### config.mk
export PLATFORM = sky130hd
export DESIGN_NAME = mc_control_fsm
export DESIGN_NICKNAME = d
export VERILOG_FILES = /design/src/rtl/mc_control_fsm.sv
export SDC_FILE = /design/constraint.sdc
export NUM_CORES = 1
export LEC_CHECK = 0
export BUFFER_PORTS_ARGS = -buffer_cell sky130_fd_sc_hd__buf_2
export CAP_MARGIN = 30
export CORE_MARGIN = 4
export CORE_UTILIZATION = 50
export CTS_CLUSTER_DIAMETER = 80
export CTS_CLUSTER_SIZE = 24
export DETAILED_ROUTE_END_ITERATION = 10
export PLACE_DENSITY = 0.92
export SETUP_SLACK_MARGIN = 0.5
export SYNTH_ARGS = -nofsm -noshare
export SYNTH_HDL_FRONTEND = slang
export SYNTH_SLANG_ARGS = --single-unit
### constraint.sdc
create_clock -name clk -period 4 [get_ports clk]
set_input_delay 0.2 -clock clk [delete_from_list [all_inputs] [get_ports clk]]
set_output_delay 0.2 -clock clk [all_outputs]
set_load 0.01 [all_outputs]
### src/rtl/mc_control_fsm.sv
`timescale 1ns/1ps
// Multicycle MIPS-subset control FSM: memory wait states, mult/div handshake with
// timeout, and an exception path with a registered cause code.
module mc_control_fsm #(
    parameter int unsigned MEM_WAIT       = 0,
    parameter int unsigned MULDIV_TIMEOUT = 64
) (
    input  logic       clk,
    input  logic       reset,
    input  logic [5:0] opcode,
    input  logic [5:0] funct,
    input  logic       mult_done_in,
    input  logic       div_done_in,
    input  logic       div_zero_in,
    output logic       PCWrite,
    output logic       PCWriteCond,
    output logic       PCWriteCondNeg,
    output logic       IorD,
    output logic       MemRead,
    output logic       MemWrite,
    output logic       IRWrite,
    output logic       RegWrite,
    output logic       ALUSrcA,
    output logic [1:0] RegDst,
    output logic [1:0] ALUSrcB,
    output logic [1:0] PCSource,
    output logic [3:0] ALUOp,
    output logic [2:0] WBDataSrc,
    output logic       HIWrite,
    output logic       LOWrite,
    output logic       MultStart,
    output logic       DivStart,
    output logic       EPCWrite,
    output logic [1:0] ExcCause,
    output logic [3:0] StateOut
);
    typedef enum logic [3:0] {
        S_RESET       = 4'd0,
        S_FETCH       = 4'd1,
        S_DECODE      = 4'd2,
        S_EXECUTE     = 4'd3,
        S_MEMORY      = 4'd4,
        S_WRITEBACK   = 4'd5,
        S_MULDIV_WAIT = 4'd6,
        S_EXCEPTION   = 4'd7
    } state_e;

    localparam logic [5:0] OP_R = 6'b000000, OP_J = 6'b000010, OP_JAL = 6'b000011,
                           OP_BEQ = 6'b000100, OP_BNE = 6'b000101, OP_ADDI = 6'b001000,
                           OP_LW = 6'b100011, OP_SW = 6'b101011;
    localparam logic [5:0] F_ADD = 6'b100000, F_SUB = 6'b100010, F_AND = 6'b100100,
                           F_OR = 6'b100101, F_SLT = 6'b101010, F_MULT = 6'b011000,
                           F_DIV = 6'b011010, F_MFHI = 6'b010000, F_MFLO = 6'b010010,
                           F_JR = 6'b001000;
    localparam logic [7:0] MEM_LAST = 8'(MEM_WAIT);
    localparam logic [7:0] MD_LAST  = 8'(MULDIV_TIMEOUT - 1);

    state_e     state_q, state_d;
    logic [7:0] cnt_q, cnt_d;
    logic [1:0] cause_q, cause_d;
    logic       funct_legal;
    logic       md_done;

    always_ff @(posedge clk or posedge reset) begin
        if (reset) begin
            state_q <= S_RESET;
            cnt_q   <= '0;
            cause_q <= '0;
        end else begin
            state_q <= state_d;
            cnt_q   <= cnt_d;
            cause_q <= cause_d;
        end
    end

    always_comb begin
        funct_legal = 1'b0;
        case (funct)
            F_ADD, F_SUB, F_AND, F_OR, F_SLT,
            F_MULT, F_DIV, F_MFHI, F_MFLO, F_JR: funct_legal = 1'b1;
            default: funct_legal = 1'b0;
        endcase
    end

    assign md_done = (funct == F_DIV) ? div_done_in : mult_done_in;

    always_comb begin
        PCWrite = 1'b0; PCWriteCond = 1'b0; PCWriteCondNeg = 1'b0; IorD = 1'b0;
        MemRead = 1'b0; MemWrite = 1'b0; IRWrite = 1'b0; RegWrite = 1'b0;
        ALUSrcA = 1'b0; RegDst = '0; ALUSrcB = '0; PCSource = '0; ALUOp = '0;
        WBDataSrc = '0; HIWrite = 1'b0; LOWrite = 1'b0; MultStart = 1'b0;
        DivStart = 1'b0; EPCWrite = 1'b0;
        state_d = state_q;
        cause_d = cause_q;
        case (state_q)
            S_RESET: state_d = S_FETCH;
            S_FETCH: begin
                MemRead = 1'b1; ALUSrcB = 2'b01; ALUOp = 4'b0001;
                if (cnt_q == MEM_LAST) begin
                    IRWrite = 1'b1; PCWrite = 1'b1;
                    state_d = S_DECODE;
                end
            end
            S_DECODE: begin
                ALUSrcB = 2'b11; ALUOp = 4'b0001;
                case (opcode)
                    OP_J: begin
                        PCWrite = 1'b1; PCSource = 2'b10; state_d = S_FETCH;
                    end
                    OP_JAL: begin
                        PCWrite = 1'b1; PCSource = 2'b10; RegWrite = 1'b1;
                        RegDst = 2'b11; WBDataSrc = 3'b111; state_d = S_FETCH;
                    end
                    OP_LW, OP_SW, OP_ADDI, OP_BEQ, OP_BNE: state_d = S_EXECUTE;
                    OP_R: begin
                        state_d = funct_legal ? S_EXECUTE : S_EXCEPTION;
                        if (!funct_legal) cause_d = 2'b01;
                    end
                    default: begin
                        state_d = S_EXCEPTION; cause_d = 2'b01;
                    end
                endcase
            end
            S_EXECUTE: begin
                ALUSrcA = 1'b1;
                state_d = S_FETCH;
                case (opcode)
                    OP_LW, OP_SW: begin
                        ALUSrcB = 2'b10; ALUOp = 4'b0001; state_d = S_MEMORY;
                    end
                    OP_ADDI: begin
                        ALUSrcB = 2'b10; ALUOp = 4'b0001; state_d = S_WRITEBACK;
                    end
                    OP_BEQ: begin
                        ALUOp = 4'b0010; PCWriteCond = 1'b1; PCSource = 2'b01;
                    end
                    OP_BNE: begin
                        ALUOp = 4'b0010; PCWriteCondNeg = 1'b1; PCSource = 2'b01;
                    end
                    OP_R: begin
                        case (funct)
                            F_ADD: begin ALUOp = 4'b0001; state_d = S_WRITEBACK; end
                            F_SUB, F_SLT: begin ALUOp = 4'b0010; state_d = S_WRITEBACK; end
                            F_AND: begin ALUOp = 4'b0011; state_d = S_WRITEBACK; end
                            F_OR:  begin ALUOp = 4'b0100; state_d = S_WRITEBACK; end
                            F_JR:  PCWrite = 1'b1;
                            F_MFHI, F_MFLO: state_d = S_WRITEBACK;
                            F_MULT: begin MultStart = 1'b1; state_d = S_MULDIV_WAIT; end
                            F_DIV: begin
                                if (div_zero_in) begin
                                    state_d = S_EXCEPTION; cause_d = 2'b11;
                                end else begin
                                    DivStart = 1'b1; state_d = S_MULDIV_WAIT;
                                end
                            end
                            default: state_d = S_FETCH;
                        endcase
                    end
                    default: state_d = S_FETCH;
                endcase
            end
            S_MEMORY: begin
                IorD = 1'b1;
                if (opcode == OP_SW) MemWrite = 1'b1;
                else                 MemRead  = 1'b1;
                if (cnt_q == MEM_LAST) state_d = (opcode == OP_SW) ? S_FETCH : S_WRITEBACK;
            end
            S_WRITEBACK: begin
                RegWrite = 1'b1;
                state_d = S_FETCH;
                if (opcode == OP_R) begin
                    RegDst = 2'b01;
                    case (funct)
                        F_SLT:   WBDataSrc = 3'b101;
                        F_MFHI:  WBDataSrc = 3'b010;
                        F_MFLO:  WBDataSrc = 3'b011;
                        default: WBDataSrc = 3'b000;
                    endcase
                end else begin
                    WBDataSrc = (opcode == OP_LW) ? 3'b001 : 3'b000;
                end
            end
            S_MULDIV_WAIT: begin
                // done is checked before expiry so a result on the last cycle still completes
                if (md_done) begin
                    HIWrite = 1'b1; LOWrite = 1'b1; state_d = S_FETCH;
                end else if (cnt_q == MD_LAST) begin
                    state_d = S_EXCEPTION; cause_d = 2'b10;
                end
            end
            S_EXCEPTION: begin
                EPCWrite = 1'b1; PCWrite = 1'b1; PCSource = 2'b11;
                state_d = S_FETCH;
            end
            default: state_d = S_RESET;
        endcase
        cnt_d = (state_d == state_q) ? cnt_q + 8'd1 : '0;
    end

    assign ExcCause = cause_q;
    assign StateOut = state_q;
endmodule

# [Word-level counts from Yosys, hierarchy flattened]
# Index checks and enable logic that the tools add are counted.
[totals] inputBits=17 register_bits=14
[op_classes] addsub=1 reduce_logical=16 n_eq_ne=33 muxes=66
[ops] operator="3-bit one-hot mux with 3 select lines" n=5
[ops] operator="6-bit == test (second input constant)" n=7
[ops] operator="1-bit 2-to-1 mux" n=31
[ops] operator="6-bit by 5-bit == test with 1-bit output (second input constant)" n=4
[ops] operator="4-bit one-hot mux with 6 select lines" n=1
[ops] operator="2-bit 2-to-1 mux" n=9
[ops] operator="2-bit one-hot mux with 3 select lines" n=3
[ops] operator="4-bit by 3-bit == test with 1-bit output (second input constant)" n=4
[ops] operator="4-bit 2-to-1 mux" n=4
[ops] operator="7-bit OR reduction" n=2
[ops] operator="6-bit by 2-bit == test with 1-bit output (second input constant)" n=2
[ops] operator="6-bit by 3-bit == test with 1-bit output (second input constant)" n=2
[ops] operator="6-bit by 4-bit == test with 1-bit output (second input constant)" n=2
[ops] operator="3-bit 2-to-1 mux" n=4
[ops] operator="2-bit != test (second input constant)" n=6
[ops] operator="3-bit one-hot mux with 2 select lines" n=2
[ops] operator="3-bit one-hot mux with 4 select lines" n=1
[ops] operator="10-bit OR reduction" n=1
[ops] operator="2-bit OR reduction" n=5
[ops] operator="8-bit by 1-bit adder with 8-bit output (second input constant)" n=1
[ops] operator="4-bit by 2-bit == test with 1-bit output (second input constant)" n=2
[ops] operator="8-bit by 6-bit == test with 1-bit output (second input constant)" n=1
[ops] operator="8-bit zero test" n=1
[ops] operator="8-bit 2-to-1 mux" n=1
[ops] operator="12 further kinds" n=15

# [Longest topological paths before layout]
[depth] ltp_word=8 ltp_mapped=9 mapped_depth_nobuf=8

# [Worst setup path after synthesis]
# OpenSTA, ideal clock, no wires.
[synth_path] kind="flip-flop to flip-flop" start="register state_q[2] (netlist: StateOut[2])" end="register cnt_q[2]" period_less_slack_ns=2.040 setup_time_ns=0.081 arrival_ns=1.959 stages_incl_launch_ff=10 setup_slack_ns=1.960 cell_sequence="dfrtp_1 -> nor2_2 -> nand3_2 -> clkinv_2 -> nand4_4 -> a2bb2oi_1 -> and3_1 -> or3_1 -> buf_6 -> nor3_2"
[synth_via] elab_chain_cells=5
[synth_rtl] item="start: declaration" line_no="58" text="state_e state_q, state_d;"
[synth_rtl] item="start signal: assignment" line_no="70" text="state_q <= state_d;"
[synth_rtl] item="4-bit by 3-bit == test with 1-bit output, or another cell as far along" line_no="95" text="case (state_q)"
[synth_rtl] item="3-bit OR reduction (no line) / 4-bit 2-to-1 mux (equally long branches)"
[synth_rtl] item="4-bit one-hot mux with 6 select lines" line_no="95"
[synth_rtl] item="4-bit == test *" line_no="197" text="cnt_d = (state_d == state_q) ? cnt_q + 8'd1 : '0;"
[synth_rtl] item="8-bit 2-to-1 mux *" line_no="197"
[synth_rtl] item="named net cnt_d[2]" line_no="59" text="logic [7:0] cnt_q, cnt_d;"
[synth_rtl] item="end signal: assignment" line_no="71" text="cnt_q <= cnt_d;"
[synth_rtl] item="end: declaration" line_no="59"
# Mark *: on every way through the listed nets, which the timed path passes. The rest lies on a longest branch.
# A chain may end at the register's enable or synchronous reset.

# [Worst setup path after layout]
[layout_path] start="register state_q[2] (netlist: StateOut[2])" end="output port ALUOp[0]"
[layout_via] elab_chain_cells=3
[layout_rtl] item="4-bit by 2-bit == test with 1-bit output / 4-bit by 1-bit == test with 1-bit output (equally long branches)" line_no="95"
[layout_rtl] item="2-bit OR reduction (no line)"
[layout_rtl] item="3-bit one-hot mux with 2 select lines *" line_no="95"
[layout_rtl] item="end: declaration" line_no="27" text="output logic [3:0] ALUOp,"
# Every way passes the cells marked *; elsewhere a longest branch is shown, timed or not.

==> flow_summary_export.csv <==
group,metric,value,unit
logic_synthesis,yosys-top-cells-count,"16 x nand2_1, 14 x dfrtp_1, 12 x nor2_1, 10 x inv_1, 10 x nand3_1",
job,max_cap_viol_count,0,
global_routing,overflow,0,
clock_network,root_buffer,"clkbuf_4",
detailed_routing,vias,1632,
floorplanning,io_pins,50,
sta,post-route-period-util,61.7,%
floorplanning,row_count,19,
final_layout,layout-drive-gt1-share,31.6,%
logic_synthesis,syn_area_per_cell,7.94,um2
clock_network,htree_levels,1,
clock_network,cts_resized,0,
clock_network,clk_pin_slew,0.08,ns
detailed_routing,wl_per_cell,15.7,um
floorplanning,die_area,3870,um2
detailed_routing,first_iter_violations,104,
clock_network,clock_latency,0.28,ns
power,seq_power_share,33.1,%
logic_synthesis,synth-compound-area-share,18.5,%
global_routing,grt_pass1_vias,1462,
logic_synthesis,synth_mux_area_share,0.681,%
worst_setup_path,crit_type,"reg2out",
logic_synthesis,synth_top_family_by_area,"simple AND/OR/NAND/NOR gates",
floorplanning,core_region_area,2780,um2
logic_synthesis,async_reset_ff_share,100,%
min_path,hold_class,"in2reg",
sta,whs,0.357,ns
detailed_routing,drtAntennaViolNets,0,
logic_synthesis,synth-seq-area-share,23.9,%
logic_synthesis,yosysTopAreaCell,"dfrtp_1",
worst_setup_path,crit_path_start,"StateOut[2]",
floorplanning,die_w,62.2,um
floorplanning,die_h,62.2,um
power,irDropWorstVdd,0.403,mV
final_layout,area_delta_synth_final,18.8,%
sta,finalSetupTns,0,ns
final_layout,final_util,62.8,%
placed_design,port_buffers,48,
sta,rsz0062_at_grt,"no",
sta,fin_worst_skew,0.00114,ns
sta,max_freq,0.405,GHz
logic_synthesis,synth.area.top_cells,"dfrtp_1 24%, nor3_2 6.1%, nand2_1 4.1%",
sta,setup_viol,0,
global_routing,grt_pass1_wl,6.75,mm
logic_synthesis,yosys_warnings,0,
logic_synthesis,syn-cell-area,1470,um2
logic_synthesis,synthXorXnorAreaFrac,3.58,%
worst_setup_path,arrival,2.27,ns
power,p_clk_share,15.4,%
detailed_routing,via_per_inst,6.23,
min_path,hp-start,"mult_done_in",
logic_synthesis,synth_edf_count,0,
logic_synthesis,ys_types,58,
power,p_int,0.352,mW
worst_setup_path,worstPathRequired,3.80,ns
placed_design,globalplace.congestion,0.918,
worst_setup_path,setup.worst_path.end_class,"primary output",
power,p_switching,0.297,mW
clock_network,cts_buffer_depth,2,
placed_design,dpl.hpwl,3.34,mm
final_layout,diodes,0,
clock_network,cts_sinks,14,
sta,slew_headroom,61.6,%
floorplanning,start_util,52.8,%
clock_network,tritoncts,"yes",
global_routing,grt_usage,20.5,%
final_layout,nNetsFinal,251,
logic_synthesis,yosys.area_share.adder,1.70,%
logic_synthesis,synth.top_cell.area_share,23.9,%
sta,hold_violations,0,
global_routing,antenna_found_initial,0,
logic_synthesis,synthCells,185,
worst_setup_path,worstReg2RegStart,"StateOut[1]",
power,leakagePower,0.813,nW
logic_synthesis,synth.most_common_cell,"nand2_1",
power,power_frac_comb,51.5,%
detailed_routing,totalWireLength,4.11,mm
sta,period_minus_slack,2.47,ns
clock_network,cts_inserted_buffers,3,
sta,worstMarginPinSlew,0.571,ns
worst_setup_path,critical_path.max_fanout,7,
power,power,0.649,mW
worst_setup_path,crit_path_start_kind,"register",
power,power.share.switching,45.8,%
logic_synthesis,synthSimpleGateAreaFrac,45.0,%
power,p_per_area,372,nW/um2
run_status,status,"completed",
clock_network,post-cts-setup-buffers,0,
logic_synthesis,ys_ff_latch,14,
detailed_routing,drc,0,
sta,report.final.slew_viol_count,0,
logic_synthesis,synthFlopType,"dfrtp_1",
detailed_routing,dr.pass1.iters,5,
global_routing,grt_max_degree,16,
[placed cells by master, fill, tap and decap left out, types with 2 or more instances in the layout]
| master | synthesis | layout |
|---|---|---|
| o211ai_1 | 3 | 3 |
| dfrtp_1 | 14 | 14 |
| nand3_1 | 10 | 10 |
| nand2b_1 | 6 | 6 |
| nand4_1 | 3 | 3 |
| nor2_1 | 12 | 12 |
| o31a_1 | 2 | 2 |
| nor4b_1 | 2 | 2 |
| nand2_1 | 16 | 16 |
| nand3b_1 | 3 | 3 |
| nor3_1 | 8 | 8 |
| xor2_1 | 3 | 3 |
| buf_2 | 0 | 48 |
| ha_1 | 2 | 2 |
| or3_1 | 5 | 5 |
| and3_1 | 4 | 4 |
| xnor2_1 | 3 | 3 |
| a31oi_1 | 3 | 3 |
| nor3b_1 | 2 | 2 |
| conb_1 | 1 | 2 |
| nor4_1 | 3 | 3 |
| o21ai_0 | 8 | 8 |
| nand4b_1 | 3 | 3 |
| nor3_2 | 9 | 9 |
| inv_1 | 10 | 10 |
| a21oi_1 | 6 | 6 |
| nor2b_1 | 5 | 5 |
| clkbuf_4 | 0 | 3 |
| or4b_2 | 2 | 2 |
| or4_1 | 2 | 2 |
[through the flow]
stage          area (um2)  cells  worst slack [ns]
2_1_floorplan        1470    186              1.96
3_3_place_gp         1700    257              1.78
3_5_place_dp         1700    257              1.67
4_1_cts              1750    262              1.54
5_1_grt              1750    262              1.36
6_report             1750    262              1.53
[final cells by class]
class	count	area [um2]
Timing Repair Buffer	49	250
Fill cell	255	1040
Sequential cell	14	350
Multi-Input combinational cell	153	1030
Inverter	11	42.5
Clock buffer	4	36.3
Tap cell	31	38.8
[power groups by stage]
stage / sequential [mW] / combinational, mW / clock [mW]
after floorplan: 0.201 / 0.251 / 0
after global placement: 0.212 / 0.322 / 0
after detailed placement: 0.216 / 0.329 / 0
after CTS: 0.212 / 0.331 / 0.101
after global routing: 0.222 / 0.366 / 0.107
final: 0.215 / 0.334 / 0.100
[logic make-up after synthesis]
| family | Yosys count |
|---|---|
| multiplexers | 1 |
| buffers and inverters | 19 |
| adder cells (fa/ha/maj) | 2 |
| flip-flops | 14 |
| other | 1 |
| AO/OA/AOI/OAI | 37 |
| XOR/XNOR | 6 |
| AND/OR/NAND/NOR | 105 |
[flip-flops by register name, summed over array words and instances (netlist names)]
| name | cells |
|---|---|
| ExcCause | 2 |
| StateOut | 4 |
| cnt_q | 8 |
[what timing repair did]
item | CTS | global route
hold endpoints to repair | 14 | 0
hold buffers | 1 | 0
endpoints found under the setup margin | 0 | 0
[worst max-delay path, cell delays in order (launching register included)]
cell      delay [ns]
dfrtp_1         0.48
nor2_2          0.21
nand3_2         0.14
clkinv_2        0.13
nand4_4         0.15
or4_1           0.55
o211ai_1        0.18
buf_2           0.16
[metal layers]
| metal | up-vias | routed length (um) | GRT usage [%] |
|---|---|---|---|
| li1 | 786 | - | - |
| met1 | 751 | 1820 | 30.3 |
| met2 | 88 | 1830 | 31.3 |
| met3 | 7 | 423 | 3.60 |
| met4 | 0 | 32 | 3.52 |
| met5 | - | 0 | 0 |
[worst paths after layout]
| path | end | depth (start not counted) | slack (ns) |
|---|---|---|---|
| setup reg to reg | cnt_q[4] | 6 | 1.63 |
| max in group asynchronous | cnt_q[1] | 3 | 3.17 |
| setup / recovery | ALUOp[0] | 7 | 1.53 |
| hold reg to reg | ExcCause[1] | 1 | 0.51 |
| min in group asynchronous | cnt_q[4] | 3 | 0.49 |
| hold / removal | StateOut[1] | 4 | 0.36 |
No activity file was read; power rests on OpenSTA's default activity.
